<file path="config.mk">
export PLATFORM = sky130hd
export DESIGN_NAME = multicycle_control_flat
export DESIGN_NICKNAME = d
export VERILOG_FILES = /design/src/rtl/multicycle_control_if.sv /design/src/rtl/multicycle_control.sv /design/src/flat_wrapper.sv
export SDC_FILE = /design/constraint.sdc
export NUM_CORES = 1
export LEC_CHECK = 0
export BUFFER_PORTS_ARGS = -buffer_cell sky130_fd_sc_hd__buf_2
export CORE_ASPECT_RATIO = 0.6
export CORE_MARGIN = 1
export CORE_UTILIZATION = 52
export CTS_CLUSTER_SIZE = 25
export DETAILED_ROUTE_END_ITERATION = 10
export PLACE_DENSITY = 0.8
export RECOVER_POWER = 25
export SLEW_MARGIN = 10
export SYNTH_ARGS = -nofsm -noshare
export SYNTH_HDL_FRONTEND = slang
export SYNTH_SLANG_ARGS = --single-unit
</file>
<file path="constraint.sdc">
create_clock -name CLK -period 2.4 [get_ports CLK]
set_clock_uncertainty 0.1 [all_clocks]
set_input_delay 0.12 -clock CLK [delete_from_list [all_inputs] [get_ports CLK]]
set_output_delay 0.12 -clock CLK [all_outputs]
set_load 0.02 [all_outputs]
</file>
<file path="src/rtl/multicycle_control_if.sv">
// Control/datapath bundle of the multi-cycle RV32I core: decode inputs
// toward the control FSM, mux selects and strobes back to the datapath.
interface multicycle_control_if #(
   parameter int CNT_W = 32
);
   logic [6:0]       OPCODE;
   logic             BRANCH_TAKEN;
   logic             MEM_READY;
   logic [2:0]       ALUOP;
   logic [1:0]       ALUSRCA;
   logic [1:0]       ALUSRCB;
   logic             PCSOURCE;
   logic             IORD;
   logic [1:0]       MEMTOREG;
   logic             PCWRITE;
   logic             IRWRITE;
   logic             MEMREAD;
   logic             MEMWRITE;
   logic             REGWRITE;
   logic             ILLEGAL;
   logic [3:0]       STATE;
   logic [CNT_W-1:0] RETIRED;

   modport master (
      input  OPCODE, BRANCH_TAKEN, MEM_READY,
      output ALUOP, ALUSRCA, ALUSRCB, PCSOURCE, IORD, MEMTOREG,
             PCWRITE, IRWRITE, MEMREAD, MEMWRITE, REGWRITE,
             ILLEGAL, STATE, RETIRED
   );

   modport slave (
      output OPCODE, BRANCH_TAKEN, MEM_READY,
      input  ALUOP, ALUSRCA, ALUSRCB, PCSOURCE, IORD, MEMTOREG,
             PCWRITE, IRWRITE, MEMREAD, MEMWRITE, REGWRITE,
             ILLEGAL, STATE, RETIRED
   );
endinterface

</file>
<file path="src/rtl/multicycle_control.sv">
// Main control FSM of the multi-cycle RV32I core: sequences one shared ALU
// and one shared memory port, stretches memory states on MEM_READY.
module multicycle_control #(
   parameter int CNT_W = 32
) (
   input logic                  CLK,
   input logic                  RESET,
   multicycle_control_if.master bus
);

   typedef enum logic [3:0] {
      S_FETCH  = 4'd0,
      S_DECODE = 4'd1,
      S_EXEC_R = 4'd2,
      S_EXEC_I = 4'd3,
      S_ADDR   = 4'd4,
      S_MEM_RD = 4'd5,
      S_MEM_WR = 4'd6,
      S_WB_ALU = 4'd7,
      S_WB_MEM = 4'd8,
      S_BRANCH = 4'd9,
      S_JAL    = 4'd10,
      S_EXEC_U = 4'd11,
      S_HALT   = 4'd15
   } state_t;

   localparam logic [6:0] OP_R      = 7'b0110011;
   localparam logic [6:0] OP_I      = 7'b0010011;
   localparam logic [6:0] OP_LOAD   = 7'b0000011;
   localparam logic [6:0] OP_STORE  = 7'b0100011;
   localparam logic [6:0] OP_BRANCH = 7'b1100011;
   localparam logic [6:0] OP_JAL    = 7'b1101111;
   localparam logic [6:0] OP_LUI    = 7'b0110111;
   localparam logic [6:0] OP_AUIPC  = 7'b0010111;

   state_t           state;
   logic             illegal;
   logic [CNT_W-1:0] retired;
   logic             retire;

   // Every path that ends an instruction lands back in FETCH through here.
   always_comb begin
      retire = 1'b0;
      case (state)
         S_WB_ALU, S_WB_MEM, S_BRANCH, S_JAL: retire = 1'b1;
         S_MEM_WR:                            retire = bus.MEM_READY;
         default:                             retire = 1'b0;
      endcase
   end

   always_ff @(posedge CLK or posedge RESET) begin
      if (RESET) begin
         state   <= S_FETCH;
         illegal <= 1'b0;
         retired <= '0;
      end else begin
         if (retire) begin
            retired <= retired + CNT_W'(1);
         end
         case (state)
            S_FETCH: begin
               if (bus.MEM_READY) begin
                  state <= S_DECODE;
               end
            end
            S_DECODE: begin
               case (bus.OPCODE)
                  OP_R:               state <= S_EXEC_R;
                  OP_I:               state <= S_EXEC_I;
                  OP_LOAD, OP_STORE:  state <= S_ADDR;
                  OP_BRANCH:          state <= S_BRANCH;
                  OP_JAL:             state <= S_JAL;
                  OP_LUI, OP_AUIPC:   state <= S_EXEC_U;
                  default: begin
                     state   <= S_HALT;
                     illegal <= 1'b1;
                  end
               endcase
            end
            S_EXEC_R, S_EXEC_I, S_EXEC_U: state <= S_WB_ALU;
            S_ADDR: begin
               state <= (bus.OPCODE == OP_LOAD) ? S_MEM_RD : S_MEM_WR;
            end
            S_MEM_RD: begin
               if (bus.MEM_READY) begin
                  state <= S_WB_MEM;
               end
            end
            S_MEM_WR: begin
               if (bus.MEM_READY) begin
                  state <= S_FETCH;
               end
            end
            S_WB_ALU, S_WB_MEM, S_BRANCH, S_JAL: state <= S_FETCH;
            S_HALT:  state <= S_HALT;
            // Unused encodings recover to a clean fetch.
            default: state <= S_FETCH;
         endcase
      end
   end

   always_comb begin
      bus.ALUOP    = 3'b000;
      bus.ALUSRCA  = 2'b00;
      bus.ALUSRCB  = 2'b00;
      bus.PCSOURCE = 1'b0;
      bus.IORD     = 1'b0;
      bus.MEMTOREG = 2'b00;
      bus.PCWRITE  = 1'b0;
      bus.IRWRITE  = 1'b0;
      bus.MEMREAD  = 1'b0;
      bus.MEMWRITE = 1'b0;
      bus.REGWRITE = 1'b0;
      case (state)
         S_FETCH: begin
            bus.MEMREAD = 1'b1;
            bus.ALUSRCB = 2'b01;
            bus.ALUOP   = 3'b010;
            bus.IRWRITE = bus.MEM_READY;
            bus.PCWRITE = bus.MEM_READY;
         end
         // Branch/JAL target computed speculatively from OLDPC + IMM.
         S_DECODE: begin
            bus.ALUSRCA = 2'b10;
            bus.ALUSRCB = 2'b10;
            bus.ALUOP   = 3'b010;
         end
         S_EXEC_R: begin
            bus.ALUSRCA = 2'b01;
            bus.ALUSRCB = 2'b00;
            bus.ALUOP   = 3'b000;
         end
         S_EXEC_I: begin
            bus.ALUSRCA = 2'b01;
            bus.ALUSRCB = 2'b10;
            bus.ALUOP   = 3'b001;
         end
         S_EXEC_U: begin
            bus.ALUSRCB = 2'b10;
            if (bus.OPCODE == OP_LUI) begin
               bus.ALUSRCA = 2'b11;
               bus.ALUOP   = 3'b101;
            end else begin
               bus.ALUSRCA = 2'b10;
               bus.ALUOP   = 3'b110;
            end
         end
         S_ADDR: begin
            bus.ALUSRCA = 2'b01;
            bus.ALUSRCB = 2'b10;
            bus.ALUOP   = (bus.OPCODE == OP_LOAD) ? 3'b010 : 3'b011;
         end
         S_MEM_RD: begin
            bus.MEMREAD = 1'b1;
            bus.IORD    = 1'b1;
         end
         S_MEM_WR: begin
            bus.MEMWRITE = 1'b1;
            bus.IORD     = 1'b1;
         end
         S_WB_ALU: begin
            bus.REGWRITE = 1'b1;
            bus.MEMTOREG = 2'b00;
         end
         S_WB_MEM: begin
            bus.REGWRITE = 1'b1;
            bus.MEMTOREG = 2'b01;
         end
         S_BRANCH: begin
            bus.ALUSRCA  = 2'b01;
            bus.ALUSRCB  = 2'b00;
            bus.ALUOP    = 3'b100;
            bus.PCSOURCE = 1'b1;
            bus.PCWRITE  = bus.BRANCH_TAKEN;
         end
         S_JAL: begin
            bus.PCSOURCE = 1'b1;
            bus.PCWRITE  = 1'b1;
            bus.REGWRITE = 1'b1;
            bus.MEMTOREG = 2'b10;
         end
         default: ;
      endcase
      // Reset must silence writes immediately, even mid memory access.
      if (RESET) begin
         bus.PCWRITE  = 1'b0;
         bus.IRWRITE  = 1'b0;
         bus.MEMWRITE = 1'b0;
         bus.REGWRITE = 1'b0;
      end
   end

   assign bus.STATE   = state;
   assign bus.ILLEGAL = illegal;
   assign bus.RETIRED = retired;

endmodule
</file>
<file path="src/flat_wrapper.sv">
// flat-port wrapper written by rule: the top's interface ports become plain ports
module multicycle_control_flat 
#(
   parameter int CNT_W = 32
)
  (CLK, RESET, bus_OPCODE, bus_BRANCH_TAKEN, bus_MEM_READY, bus_ALUOP, bus_ALUSRCA, bus_ALUSRCB, bus_PCSOURCE, bus_IORD, bus_MEMTOREG, bus_PCWRITE, bus_IRWRITE, bus_MEMREAD, bus_MEMWRITE, bus_REGWRITE, bus_ILLEGAL, bus_STATE, bus_RETIRED);
  multicycle_control_if #(.CNT_W(CNT_W)) bus_i ();
  input logic CLK;
  input logic RESET;
  input wire logic [$bits(bus_i.OPCODE)-1:0] bus_OPCODE;
  input wire logic [$bits(bus_i.BRANCH_TAKEN)-1:0] bus_BRANCH_TAKEN;
  input wire logic [$bits(bus_i.MEM_READY)-1:0] bus_MEM_READY;
  output wire logic [$bits(bus_i.ALUOP)-1:0] bus_ALUOP;
  output wire logic [$bits(bus_i.ALUSRCA)-1:0] bus_ALUSRCA;
  output wire logic [$bits(bus_i.ALUSRCB)-1:0] bus_ALUSRCB;
  output wire logic [$bits(bus_i.PCSOURCE)-1:0] bus_PCSOURCE;
  output wire logic [$bits(bus_i.IORD)-1:0] bus_IORD;
  output wire logic [$bits(bus_i.MEMTOREG)-1:0] bus_MEMTOREG;
  output wire logic [$bits(bus_i.PCWRITE)-1:0] bus_PCWRITE;
  output wire logic [$bits(bus_i.IRWRITE)-1:0] bus_IRWRITE;
  output wire logic [$bits(bus_i.MEMREAD)-1:0] bus_MEMREAD;
  output wire logic [$bits(bus_i.MEMWRITE)-1:0] bus_MEMWRITE;
  output wire logic [$bits(bus_i.REGWRITE)-1:0] bus_REGWRITE;
  output wire logic [$bits(bus_i.ILLEGAL)-1:0] bus_ILLEGAL;
  output wire logic [$bits(bus_i.STATE)-1:0] bus_STATE;
  output wire logic [$bits(bus_i.RETIRED)-1:0] bus_RETIRED;
  assign bus_i.OPCODE = bus_OPCODE;
  assign bus_i.BRANCH_TAKEN = bus_BRANCH_TAKEN;
  assign bus_i.MEM_READY = bus_MEM_READY;
  assign bus_ALUOP = bus_i.ALUOP;
  assign bus_ALUSRCA = bus_i.ALUSRCA;
  assign bus_ALUSRCB = bus_i.ALUSRCB;
  assign bus_PCSOURCE = bus_i.PCSOURCE;
  assign bus_IORD = bus_i.IORD;
  assign bus_MEMTOREG = bus_i.MEMTOREG;
  assign bus_PCWRITE = bus_i.PCWRITE;
  assign bus_IRWRITE = bus_i.IRWRITE;
  assign bus_MEMREAD = bus_i.MEMREAD;
  assign bus_MEMWRITE = bus_i.MEMWRITE;
  assign bus_REGWRITE = bus_i.REGWRITE;
  assign bus_ILLEGAL = bus_i.ILLEGAL;
  assign bus_STATE = bus_i.STATE;
  assign bus_RETIRED = bus_i.RETIRED;
  multicycle_control #(.CNT_W(CNT_W)) u_core (.CLK(CLK), .RESET(RESET), .bus(bus_i));
endmodule
</file>
* After elaboration in Yosys (flattened, before gate mapping)
Index checks and enable logic that the tools add are counted.
Storage, ports and cells: word-level logic and storage cells 68, bits of input ports 11, output and inout port bits 53, register bits 37
Operators by class: bitwise gates (word level) 1, mux-type cells 25, reduce and logical (&&, ||, !) cells 15, $add $sub $neg 1, equal/unequal tests 23
Operators with widths (count):
- adder 32 x 1 -> 32 bit (second input constant) | 1
- one-hot mux 4 bit (7 select lines) | 1
- one-hot mux 4 bit (6 select lines) | 1
- == test 7 x 6 -> 1 bit (second input constant) | 3
- == test 4 bit (second input constant) | 5
- == test 4 x 3 -> 1 bit (second input constant) | 4
- one-hot mux 3 bit (5 select lines) | 1
- == test 7 x 5 -> 1 bit (second input constant) | 2
- == test 7 bit (second input constant) | 2
- two-way mux 1 bit | 12
- two-way mux 4 bit | 3
- OR reduction 2 bit | 6
- OR reduction 4 bit | 3
- == test 4 x 2 -> 1 bit (second input constant) | 2
- one-hot mux 2 bit (2 select lines) | 2
- OR reduction 8 bit | 1
- == test 7 x 2 -> 1 bit (second input constant) | 1
- inequality test 2 bit (second input constant) | 3
- one-hot mux 2 bit (3 select lines) | 1
- OR reduction 3 bit | 2
- == test 4 x 1 -> 1 bit (second input constant) | 1
- zero test 4 bit | 1
- two-way mux 2 bit | 2
- one-hot mux 1 bit (3 select lines) | 1
- other kinds (4) | 4

* Logic depth before layout (Yosys ltp)
word-level depth 4, depth in mapped cells 7, mapped depth without buffers 6

* Worst setup path before layout
OpenSTA, ideal clock, no wires.
path kind reg-to-reg, start reg u_core.state[2] (netlist: u_core.bus.STATE[2]), end reg u_core.retired[28] (netlist: u_core.bus.RETIRED[28]), period minus slack after synthesis 2.275 ns, data required time 2.169 ns, buffers on the path 2, cell stages (with the launch flop) 8, arrival 2.044 ns, path slack 0.125 ns, library setup time 0.131 ns, path through dfrtp_1 > buf_6 > nand2b_4 > o32a_4 > or4_1 > clkbuf_1 > nand2b_1 > xnor2_1
On the way: cells in the longest elaborated chain, start to end 3, elaborated cells on any way between the ends 7, those cells by class eq/ne (5); mux (1); reduce/logical (1)
Ends and longest elaborated chain:
- from (decl) | RTL line multicycle_control.sv:36 | state_t state;
- from (signal assigned) | RTL line multicycle_control.sv:82 | state <= (bus.OPCODE == OP_LOAD) ? S_MEM_RD : S_MEM_WR;
- == test 4 bit / == test 4 x 3 -> 1 bit (equally long branches) | RTL line multicycle_control.sv:44 | case (state)
- OR reduction 4 bit | RTL line multicycle_control.sv:44
- one-hot mux 1 bit (2 select lines) * | RTL line multicycle_control.sv:44
- to (signal assigned) | RTL line multicycle_control.sv:58 | retired <= retired + CNT_W'(1);
- to (decl) | RTL line multicycle_control.sv:38 | logic [CNT_W-1:0] retired;
Mark *: on every way between the ends. The rest lies on a longest branch, timed or not. A chain may end at the register's enable or synchronous reset.

* Worst setup path in the final report
start reg u_core.state[0] (netlist: u_core.bus.STATE[0]), end reg u_core.retired[28] (netlist: u_core.bus.RETIRED[28])
The elaborated chain is that of the path after synthesis.

==> flow_metrics.py <==
metrics = {
    "critical_path": {
        "crit_path_max_fanout": 23,
        "crit_path_end_kind": "flop",
        "cp_slowest_stage_delay_ns": 0.65,
        "required_ns": 2.47,
        "cp_cell_sequence": "buf_4 > o21ai_1 > o32a_4 > or4_1 > nand2b_1 > xnor2_1",
        "arrival_ns": 2.32,
        "crit_type": "flop to flop",
        "crit_slowest_cell": "or4_1",
        "cp-start-kind": "flop",
        "crit_buf_inv": 1,
        "cp_top_family": "simple AND/OR/NAND/NOR gates",
    },
    "drt": {
        "drc": 0,
        "vias": 1980,
        "wl_per_cell_um": 13.79,
        "ant_nets": 0,
        "drt-vias-per-instance": 5.562,
        "drt_iter0_drc": 179,
        "drtPass1Iterations": 4,
        "drt_wl_total_mm": 4.908,
    },
    "cells_and_area": {
        "area_growth_pct": 23.06,
        "diodes": 0,
        "nNetsFinal": 320,
        "fillers": 324,
        "drive_gt1_frac": 0.2654,
    },
    "place": {
        "place.gp.congestion": 0.9463,
        "io_buffers": 63,
        "hpwl_mm": 3.746,
        "dp_worst_setup_slack_ns": 0.1632,
    },
    "synthesis": {
        "yosysTopAreaCell": "dfrtp_1",
        "ys_async_sr_fraction": 1.000,
        "synth_commonest_cells": "dfrtp_1 (37), nor2_1 (29), xnor2_1 (22)",
        "yosysTopAreaCellShare": 0.4277,
        "syn_area_um2": 2165,
        "synth-warning-count": 0,
        "ys_seq_elements": 37,
        "netlist_instances": 239,
        "syn_avg_cell_area_um2": 9.057,
        "yosys_most_used_dff": "dfrtp_1",
        "synth.yosys.seq_area_share": 0.4277,
        "syn_nets": 251,
        "synth_most_common_cell": "dfrtp_1",
        "synth_edf_count": 0,
        "yosys-top-cells-area": "dfrtp_1 (43%), xnor2_1 (8.9%), nor2_1 (5.0%)",
        "synthDistinctLibCells": 46,
    },
    "pwr": {
        "ir_drop_v": 0.0004595,
        "leakage_uw": 0.001194,
        "powerDensity_nw_per_um2": 998.9,
    },
    "sta": {
        "setup_viol": 0,
        "finalHoldViolations": 0,
        "final_max_slew_viol_count": 0,
        "fin_tns_setup_ns": 0,
        "setup_slack_ns": 0.1559,
        "slew_headroom": 0.3952,
        "rsz0062_at_grt": "no",
        "worst_pin_slew_ns": 0.9072,
        "max_freq_mhz": 445.6,
        "post-route-min-period_ns": 2.244,
        "fin_crit_sh": 0.9351,
    },
    "die": {
        "start_util": 0.5654,
        "num_io_pins": 64,
        "fp.dieW_um": 85.30,
        "rows": 17,
        "core_um2": 3829,
        "fp.dieArea_um2": 4433,
        "die_y_um": 51.98,
    },
    "clock_tree": {
        "cts.repair.resized": 0,
        "cts_sinks": 37,
        "cts_max_level": 2,
        "cts-root-buf": "clkbuf_8",
        "clock_path_buffers": 2,
        "path_clk_slew_ns": 0.07,
        "cts_tree": "done",
        "clk_latency_ns": 0.29,
        "cts_buffers": 5,
    },
    "global_route": {
        "met3_usage": 0.06190,
        "top_usage_layer": "met1",
        "grt_pass1_vias": 1652,
        "grtUsageTotal": 0.2458,
        "overflow": 0,
        "groute.layer.met2.usage": 0.3024,
        "met1_usage": 0.4024,
        "grt_pass1_wl_mm": 8.142,
        "grt_max_degree": 38,
        "antenna_found_initial": 0,
    },
    "run": {
        "maxCapViolations": 0,
    },
    "run_status": {
        "status": "complete, no violations",
    },
    "hold_path": {
        "hold_class": "input port to flop",
    },
}
==> registers in the layout (all words and copies together) (netlist names) <==
| register | count |
|---|---|
| u_core.bus.ILLEGAL | 1 |
| u_core.bus.RETIRED | 32 |
| u_core.bus.STATE | 4 |
==> final timing paths <==
| kind | start | endpoint | cells past startpoint | slack [ns] |
|---|---|---|---|---|
| setup / recovery | u_core.bus.STATE[0] | u_core.bus.RETIRED[28] | 6 | 0.16 |
| hold / removal | bus_OPCODE[3] | u_core.bus.STATE[0] | 4 | 0.12 |
| setup reg to reg | u_core.bus.STATE[0] | u_core.bus.RETIRED[28] | 6 | 0.16 |
| hold reg to reg | u_core.bus.ILLEGAL | u_core.bus.ILLEGAL | 1 | 0.37 |
| max in group asynchronous | RESET | u_core.bus.ILLEGAL | 4 | 1.01 |
| min in group asynchronous | RESET | u_core.bus.RETIRED[4] | 4 | 0.63 |
==> through the flow <==
step	hold slack [ns]	instance area, um^2	power [uW]	instances	utilization
floorplan	0.2051	2165	1734	239	-
global placement	0.2198	2546	2097	347	0.6650
detailed placement	0.2232	2546	2111	347	0.6650
CTS	0.1141	2673	2663	356	0.6980
global route	0.1733	2664	2834	356	0.6958
finish	0.1222	2664	2661	356	0.6958
==> cell type report <==
class                   count  area (um^2)  share of cell area
multi-input cells         185         1160              0.4354
well taps                  47        58.81             0.02208
clock buffers               7        86.33             0.03241
inverters                   7        26.28            0.009864
flip-flops and latches     37        925.9              0.3476
clock inverters             1        30.03             0.01127
repair buffers             72        376.6              0.1414
==> logic make-up (layout without fill, tap and decap cells) <==
| group | Yosys count | after routing | synth area share |
|---|---|---|---|
| AO/OA/AOI/OAI | 26 | 26 | 0.08324 |
| AND/OR/NAND/NOR | 123 | 123 | 0.3035 |
| flip-flops | 37 | 37 | 0.4277 |
| multiplexers | 2 | 2 | 0.009826 |
| buffers and inverters | 17 | 87 | 0.03641 |
| XOR/XNOR | 33 | 33 | 0.1335 |
| adder cells (fa/ha/maj) | 1 | 1 | 0.005779 |
==> worst min-delay path, delay by kind of cell <==
family                 cells  cell delay [ns]
AO/OA/AOI/OAI              1             0.07
AND/OR/NAND/NOR            2             0.15
buffers and inverters      1             0.14
==> power breakdown <==
part	internal [uW]	leakage (uW)	switching (uW)
combinational	484	0.000687	809
clock	339	0.0000585	216
sequential	712	0.000448	101
==> repair_timing <==
action | in CTS | in global routing
endpoints found under the hold margin | 37 | 0
buffers inserted | 0 | 0
setup endpoints to repair | 0 | 0
hold buffers | 1 | 0
==> routing by layer <==
layer / part of all wire / wire length [um]
met5: 0 / 0
met1: 0.53 / 2603
met2: 0.38 / 1887
met3: 0.075 / 368
met4: 0.010 / 49
==> layout by cell type, fill, tap and decap left out, types with 4 or more instances in the layout <==
cell / count
buf_2: 58
a21oi_1: 7
and3_1: 7
nor2_1: 29
xnor2_1: 22
nand2_1: 21
buf_4: 7
clkbuf_1: 6
nor3_1: 11
nand3_1: 13
nand4_1: 11
or2_2: 4
nand2b_1: 5
and4_1: 4
o21ai_0: 6
dfrtp_1: 37
clkbuf_8: 6
inv_1: 6
xor2_1: 11
Note: power is estimated with default switching activity, not from simulation.
